--- config.mk ---
export PLATFORM = sky130hd
export DESIGN_NAME = demux_ctrl_flat
export DESIGN_NICKNAME = d
export VERILOG_FILES = /design/src/rtl/demux_ctrl_if.sv /design/src/rtl/demux_ctrl.sv /design/src/flat_wrapper.sv
export SDC_FILE = /design/constraint.sdc
export NUM_CORES = 1
export LEC_CHECK = 0
export CORE_UTILIZATION = 38
export DETAILED_ROUTE_END_ITERATION = 6
export PLACE_DENSITY = 0.7
export SYNTH_ARGS = -nofsm -noshare
export SYNTH_HDL_FRONTEND = slang
export SYNTH_SLANG_ARGS = --single-unit
--- constraint.sdc ---
create_clock -name clk -period 1.6 [get_ports clk]
set_clock_uncertainty 0.05 [all_clocks]
set_input_delay 0.24 -clock clk [delete_from_list [all_inputs] [get_ports clk]]
set_output_delay 0.24 -clock clk [all_outputs]
set_load 0.02 [all_outputs]
--- src/rtl/demux_ctrl_if.sv ---
// demux_ctrl_if: upstream handshake, per-channel backpressure, demux drive
// and counter readout for demux_ctrl. The master modport belongs to whoever
// drives the block (upstream + demux side). The slave modport is the block.
interface demux_ctrl_if #(
  parameter int DATA_BITS = 4
);
  // upstream word
  logic                 valid_in;
  logic [DATA_BITS-1:0] data_in;
  logic [1:0]           dest_in;
  logic                 ready_out;
  // demux side
  logic [3:0]           pausa;
  logic                 enb_dmux;
  logic [1:0]           selector_dmux;
  logic [DATA_BITS-1:0] data_dmux;
  // status / counters
  logic                 idle_out;
  logic [1:0]           cnt_sel;
  logic [7:0]           cnt_out;

  modport master (
    output valid_in, data_in, dest_in, pausa, cnt_sel,
    input  ready_out, enb_dmux, selector_dmux, data_dmux, idle_out, cnt_out
  );

  modport slave (
    input  valid_in, data_in, dest_in, pausa, cnt_sel,
    output ready_out, enb_dmux, selector_dmux, data_dmux, idle_out, cnt_out
  );
endinterface

--- src/rtl/demux_ctrl.sv ---
// demux_ctrl: one-word holding register in front of a 4-way demux.
// A word is accepted into H and issued to the demux as a one-cycle enb_dmux
// pulse once its destination channel is not paused. An issue and an accept
// may share an edge, which gives one word per cycle when unpaused.
// Optional build macro DEMUX_CTRL_CNT_EN adds four 8-bit per-channel issue
// counters readable through cnt_sel/cnt_out. Without it, cnt_out reads 0.

`ifdef DEMUX_CTRL_CNT_EN
// Per-channel wrapping issue counter.
module demux_ctrl_cnt (
  input  logic       clk,
  input  logic       reset_L,
  input  logic       inc_i,
  output logic [7:0] cnt_o
);
  logic [7:0] cnt_q;

  // count issues to this channel; 8-bit wrap is intended
  always_ff @(posedge clk or negedge reset_L) begin
    if (!reset_L) cnt_q <= '0;
    else if (inc_i) cnt_q <= cnt_q + 8'd1;
  end

  assign cnt_o = cnt_q;
endmodule
`endif

module demux_ctrl #(
  parameter int DATA_BITS = 4
) (
  input  logic         clk,
  input  logic         reset_L,
  demux_ctrl_if.slave  bus
);
  localparam int NUM_CH = 4;

  // IDLE: H empty. LOAD: H full and its channel open, so it issues this
  // cycle. STALL: H full and its channel paused.
  typedef enum logic [1:0] {
    S_IDLE  = 2'd0,
    S_LOAD  = 2'd1,
    S_STALL = 2'd2
  } state_t;

  state_t               state_q, state_d;
  logic [DATA_BITS-1:0] h_data_q, h_data_d;
  logic [1:0]           h_dest_q, h_dest_d;

  logic                 enb_q;
  logic [1:0]           sel_q, sel_d;
  logic [DATA_BITS-1:0] dout_q, dout_d;

  logic                 h_full;
  logic                 issue;
  logic                 ready;
  logic                 accept;

  // H occupancy lives in the state encoding: any non-IDLE state means full.
  // Issue looks at the live pausa bit of H's own channel only, so the
  // registered LOAD/STALL distinction never gates issue.
  always_comb begin
    h_full = (state_q != S_IDLE);
    issue  = h_full && !bus.pausa[h_dest_q];
    ready  = !h_full || issue;
    accept = bus.valid_in && ready;
  end

  // next-state for FSM, holding register and demux drive registers
  always_comb begin
    state_d  = state_q;
    h_data_d = h_data_q;
    h_dest_d = h_dest_q;
    sel_d    = sel_q;
    dout_d   = dout_q;

    if (issue) begin
      sel_d  = h_dest_q;
      dout_d = h_data_q;
    end

    if (accept) begin
      h_data_d = bus.data_in;
      h_dest_d = bus.dest_in;
    end

    unique case (state_q)
      S_IDLE: begin
        if (accept) state_d = bus.pausa[bus.dest_in] ? S_STALL : S_LOAD;
      end
      S_LOAD, S_STALL: begin
        // a freshly accepted word replaces the issued one; otherwise either
        // H drains, or it waits on a paused channel
        if (accept)     state_d = bus.pausa[bus.dest_in] ? S_STALL : S_LOAD;
        else if (issue) state_d = S_IDLE;
        else            state_d = S_STALL;
      end
      default: state_d = S_IDLE;
    endcase
  end

  // FSM and holding register; reset discards any held word
  always_ff @(posedge clk or negedge reset_L) begin
    if (!reset_L) begin
      state_q  <= S_IDLE;
      h_data_q <= '0;
      h_dest_q <= '0;
    end else begin
      state_q  <= state_d;
      h_data_q <= h_data_d;
      h_dest_q <= h_dest_d;
    end
  end

  // demux drive: enb pulses for one cycle per issue; select/data hold
  always_ff @(posedge clk or negedge reset_L) begin
    if (!reset_L) begin
      enb_q  <= 1'b0;
      sel_q  <= '0;
      dout_q <= '0;
    end else begin
      enb_q  <= issue;
      sel_q  <= sel_d;
      dout_q <= dout_d;
    end
  end

  assign bus.ready_out     = ready;
  assign bus.enb_dmux      = enb_q;
  assign bus.selector_dmux = sel_q;
  assign bus.data_dmux     = dout_q;
  assign bus.idle_out      = !h_full && !enb_q;

`ifdef DEMUX_CTRL_CNT_EN
  logic [NUM_CH-1:0]      cnt_inc;
  logic [NUM_CH-1:0][7:0] cnt_vec;

  // one counter per channel; increment on the issue edge to that channel
  for (genvar c = 0; c < NUM_CH; c++) begin : g_cnt
    assign cnt_inc[c] = issue && (h_dest_q == c[1:0]);
    demux_ctrl_cnt u_cnt (
      .clk    (clk),
      .reset_L(reset_L),
      .inc_i  (cnt_inc[c]),
      .cnt_o  (cnt_vec[c])
    );
  end

  assign bus.cnt_out = cnt_vec[bus.cnt_sel];
`else
  logic unused_cnt_sel;
  assign unused_cnt_sel = ^bus.cnt_sel;
  assign bus.cnt_out    = 8'd0;
`endif
endmodule

--- src/flat_wrapper.sv ---
// flat-port wrapper written by rule: the top's interface ports become plain ports
module demux_ctrl_flat 
#(
  parameter int DATA_BITS = 4
)
  (clk, reset_L, bus_valid_in, bus_data_in, bus_dest_in, bus_pausa, bus_cnt_sel, bus_ready_out, bus_enb_dmux, bus_selector_dmux, bus_data_dmux, bus_idle_out, bus_cnt_out);
  demux_ctrl_if #(.DATA_BITS(DATA_BITS)) bus_i ();
  input  logic clk;
  input  logic reset_L;
  input wire logic [$bits(bus_i.valid_in)-1:0] bus_valid_in;
  input wire logic [$bits(bus_i.data_in)-1:0] bus_data_in;
  input wire logic [$bits(bus_i.dest_in)-1:0] bus_dest_in;
  input wire logic [$bits(bus_i.pausa)-1:0] bus_pausa;
  input wire logic [$bits(bus_i.cnt_sel)-1:0] bus_cnt_sel;
  output wire logic [$bits(bus_i.ready_out)-1:0] bus_ready_out;
  output wire logic [$bits(bus_i.enb_dmux)-1:0] bus_enb_dmux;
  output wire logic [$bits(bus_i.selector_dmux)-1:0] bus_selector_dmux;
  output wire logic [$bits(bus_i.data_dmux)-1:0] bus_data_dmux;
  output wire logic [$bits(bus_i.idle_out)-1:0] bus_idle_out;
  output wire logic [$bits(bus_i.cnt_out)-1:0] bus_cnt_out;
  assign bus_i.valid_in = bus_valid_in;
  assign bus_i.data_in = bus_data_in;
  assign bus_i.dest_in = bus_dest_in;
  assign bus_i.pausa = bus_pausa;
  assign bus_i.cnt_sel = bus_cnt_sel;
  assign bus_ready_out = bus_i.ready_out;
  assign bus_enb_dmux = bus_i.enb_dmux;
  assign bus_selector_dmux = bus_i.selector_dmux;
  assign bus_data_dmux = bus_i.data_dmux;
  assign bus_idle_out = bus_i.idle_out;
  assign bus_cnt_out = bus_i.cnt_out;
  demux_ctrl #(.DATA_BITS(DATA_BITS)) u_core (.clk(clk), .reset_L(reset_L), .bus(bus_i));
endmodule
# After elaboration in Yosys (flattened, before gate mapping)
# Cells that the tools add are included.
# totals
elab_cells,30
memories,0
mem_bits_ro,0
latch_bits,0
output_inout_bits,17
ramBits,0
inputBits,15
ff_bits,15
# classes
mul,0
n_bitwise,0
shift,0
div_mod_pow,0
n_lt_le_gt_ge,2
n_eq_ne,3
addsub,0
n_reduce_logical,10
mux,9
# op_table
operator,n
two-way mux 2 bit,4
"< comparator 2 x 3 -> 1 bit, second input constant",2
binary-select mux 1 bit (select 2 bit),2
one-hot mux 2 bit (2 select lines),1
logical AND 1 bit,3
zero test 1 bit,3
"equality test 2 x 1 -> 1 bit, second input constant",1
"equality test 2 bit, second input constant",1
zero test 2 bit,1
two-way mux 1 bit,2
"!= test 2 x 1 -> 1 bit, second input constant",1
nonzero test 2 bit,1
OR reduction 2 bit,1
logical OR 1 bit,1

# Longest topological paths before layout
# logic_depth
word_depth,8
mapped_depth,6
mapped_depth_nobuf,5

# Worst setup path before layout
# OpenSTA, ideal clock, no wires.
# synth_path
path_kind,reg-to-reg
start,register u_core.state_q[0]
end,register u_core.h_data_q[0]
n_path_buf,1
setup_slack_ps,-148
setup_time_ps,125
stages_incl_launch_ff,7
synth_period_minus_slack_ps,1748
arrival_time_ps,1573
required_ps,1425
cell_sequence,dfrtp_1 -> inv_1 -> ha_1 -> buf_2 -> nor2b_1 -> a221o_4 -> mux2_4
# synth_between
elab_chain_cells,4
word_cells_on_any_way,5
cone_classes,5 x reduce/logical
# synth_lines
item,line_no,source
start: declaration,demux_ctrl.sv:45,"state_t state_q, state_d;"
start signal: assignment,demux_ctrl.sv:108,state_q <= state_d;
nonzero test 2 bit *,demux_ctrl.sv:62,h_full = (state_q != S_IDLE);
zero test 1 bit / logical AND 1 bit (equally long branches),"demux_ctrl.sv:64, demux_ctrl.sv:63",
logical OR 1 bit *,demux_ctrl.sv:64,ready = !h_full || issue;
logical AND 1 bit *,demux_ctrl.sv:65,accept = bus.valid_in && ready;
end signal: assignment,demux_ctrl.sv:109,h_data_q <= h_data_d;
end: declaration,demux_ctrl.sv:46,"logic [DATA_BITS-1:0] h_data_q, h_data_d;"
# Every way passes the cells marked *; elsewhere a longest branch is shown, timed or not.
# A chain may end at the register's enable or synchronous reset.

# Worst setup path in the final report
# layout_path
start,register u_core.h_dest_q[1]
end,register u_core.h_data_q[2]
# layout_between
elab_chain_cells,6
# layout_lines
item,line_no,source
start: declaration,demux_ctrl.sv:47,"logic [1:0] h_dest_q, h_dest_d;"
start signal: assignment,demux_ctrl.sv:110,h_dest_q <= h_dest_d;
binary-select mux 1 bit (select 2 bit),demux_ctrl.sv:63,issue = h_full && !bus.pausa[h_dest_q];
two-way mux 1 bit (implied by the code),demux_ctrl.sv:63,
zero test 1 bit,demux_ctrl.sv:63,
logical AND 1 bit,demux_ctrl.sv:63,
logical OR 1 bit,demux_ctrl.sv:64,
logical AND 1 bit,demux_ctrl.sv:65,
# No other way between the ends. The select of a mux whose other input is x is not followed.

==> impl_metrics.ini <==
[outcome]
status = complete, but fails checks
violations = setup timing

[timing]
hold_slack_ps = 213.6
rsz0062_at_grt = yes
post-route-period-util = 1.098
setup_violations = 13
timing.final.ws_setup_ps = -156.1
finalMaxSlewViolations = 0
hold_violations = 0
fin_crit_ps = 1756
max_freq_mhz = 569.5

[clock_network]
numCtsBuffers = 3
clkTransAtPathRegs_ps = 90
h-tree-depth = 1
cts_sinks = 15
clock_path_buffers = 2
clock_latency_ps = 280
root_buffer = clkbuf_4
cts_tree = done
hold_buffers = 0

[synthesis]
synth_area_per_cell_um2 = 13.78
synth_cells = 60
ys_warn_count = 0
synth_ff_type = dfrtp_1
netlist_area_um2 = 827.0
yosysUniqueCellTypes = 22
seq_area_frac_synth = 0.4539
async_flop_share = 1.000
yosys_register_bits = 15
synth_edf_count = 0

[power_and_ir_drop]
power_density_mw_per_mm2 = 1976
p_total_uw = 2455
p_leak_uw = 0.0006085
max-vdd-ir-drop_mv = 0.9607

[route]
antenna_left = 0
routed_wl_um = 1700
vias = 605
wl_per_cell_um = 13.71
drt_iter0_drc = 23
drcViolationCount = 0
dr.pass1.iters = 4
viasPerCell = 4.879

[die]
coreArea_mm2 = 0.002002
dieArea_mm2 = 0.002367
start_util = 0.4131
io_pins = 32
die_x_um = 48.65
rows = 16
die_y_um = 48.65

[cells_and_area]
fin_nets = 115
layout-drive-gt1-share = 0.4433
antenna_cells = 0
nFillCells = 165
area_growth_pct = 50.23

[grt]
antenna_found_initial = 0
grt_pass1_wl_um = 2704
grt_pass1_vias = 597
groute.usage.overall = 0.1522
grt_overflow = 0
grt_max_degree = 16

[worst_setup_path]
cp.required_ps = 1720
crit_type = flip-flop to flip-flop
startpoint_type = flip-flop
critPathMaxFanout = 6
crit_start = u_core.h_dest_q[1]
reg2reg_from = u_core.h_dest_q[1]
reg2reg_to = u_core.h_data_q[2]
crit_path_end_kind = flip-flop
rrSetupSlack_ps = -160
cp-endpoint = u_core.h_data_q[2]
arrival_ps = 1870
r2r_cells = 3

[place]
place_hpwl_um = 1092
routabilityCongestion = 0.7531
port_buffers = 21

[job]
maxCapViolCount = 0

[min_path]
hp-class = input pin to asynchronous set/reset pin
cells in the final DEF, fill, tap and decap left out, types with 2 or more instances in the layout:
master,instances
buf_4,10
buf_6,5
clkbuf_4,3
clkdlybuf4s50_1,17
conb_1,8
dfrtp_1,14
dlymetal6s2s_1,2
inv_2,2
mux2_4,14
mux4_2,2
nor2b_4,2
worst min-delay path by stage:
| stage | startpoint | endpoint | slack, ps | depth (start not counted) |
|---|---|---|---|---|
| CTS | reset_L | u_core.bus.selector_dmux[1] | 210 | 2 |
| floorplan | reset_L | u_core.bus.data_dmux[0] | -110 | 0 |
| global route | bus_dest_in[0] | u_core.h_dest_q[0] | 220 | 2 |
| finish | reset_L | u_core.h_data_q[1] | 210 | 2 |
| global placement | u_core.h_data_q[3] | u_core.h_data_q[3] | 440 | 1 |
| detailed placement | u_core.h_data_q[1] | u_core.h_data_q[1] | 440 | 1 |
kinds of logic after synthesis:
kind of cell,after synthesis,synth area share
multiplexers,16,0.2859
buffers and inverters,12,0.09228
other,1,0.004534
adder cells (fa/ha/maj),2,0.03025
AO/OA/AOI/OAI,6,0.07414
AND/OR/NAND/NOR,8,0.05899
flip-flops,15,0.4539
power breakdown:
group / internal [uW] / switching (uW) / leakage (uW)
sequential: 561 / 132 / 0.000178
clock: 96.6 / 117 / 0.0000150
combinational: 943 / 605 / 0.000415
area by class of cell:
type	instances	area (um2)	share of cell area
clock buffers	4	26.28	0.02115
inverters	3	11.26	0.009063
well taps	27	33.78	0.02719
flip-flops and latches	15	376.6	0.3031
multi-input cells	40	447.9	0.3605
repair buffers	35	346.6	0.2790
worst max-delay path, stage by stage (launching register included):
cell and delay, ps:
dfrtp_1 440, mux2_4 340, a221o_4 500, mux2_4 320
routing by layer:
| layer | global-route usage | part of all wire | wire, um | vias up |
|---|---|---|---|---|
| met5 | 0 | 0 | 0 | - |
| met4 | 0.06863 | 0.023 | 39 | 0 |
| met3 | 0.03145 | 0.054 | 92 | 6 |
| met2 | 0.2431 | 0.49 | 829 | 34 |
| met1 | 0.1980 | 0.43 | 739 | 295 |
| li1 | - | - | - | 270 |
through the flow:
stage	setup slack [ps]	instances	TNS, ps	instance area [um2]	util
after floorplan	-85.29	67	-994.4	855.8	-
after global placement	-446.3	117	-5728	1115	0.5569
after detailed placement	-453.3	117	-5862	1115	0.5569
after CTS	-177.7	123	-1935	1212	0.6056
after global routing	-194.9	124	-2296	1242	0.6206
final	-156.1	124	-1708	1242	0.6206
Yosys cell counts, types with 2 or more instances:
library cell   n  area [um2]
mux2_2         6       67.56
ha_1           2       25.02
dfrtp_1       15       375.4
buf_4          8       60.06
mux2_4         8       120.1
nor2b_1        3       18.77
inv_1          3       11.26
timing repair:
action / CTS / global route
resized for setup: 24 / 9
pin swaps: 2 / 5
setup buffers: 2 / 1
setup endpoints to repair: 14 / 15
flip-flops by register name (all words and copies together), names as in the netlist:
register and cells:
u_core.bus.data_dmux 4, u_core.h_data_q 4, u_core.bus.selector_dmux 2, u_core.h_dest_q 2, u_core.state_q 2, u_core.bus.enb_dmux 1
(Power assumes the default switching activity.)
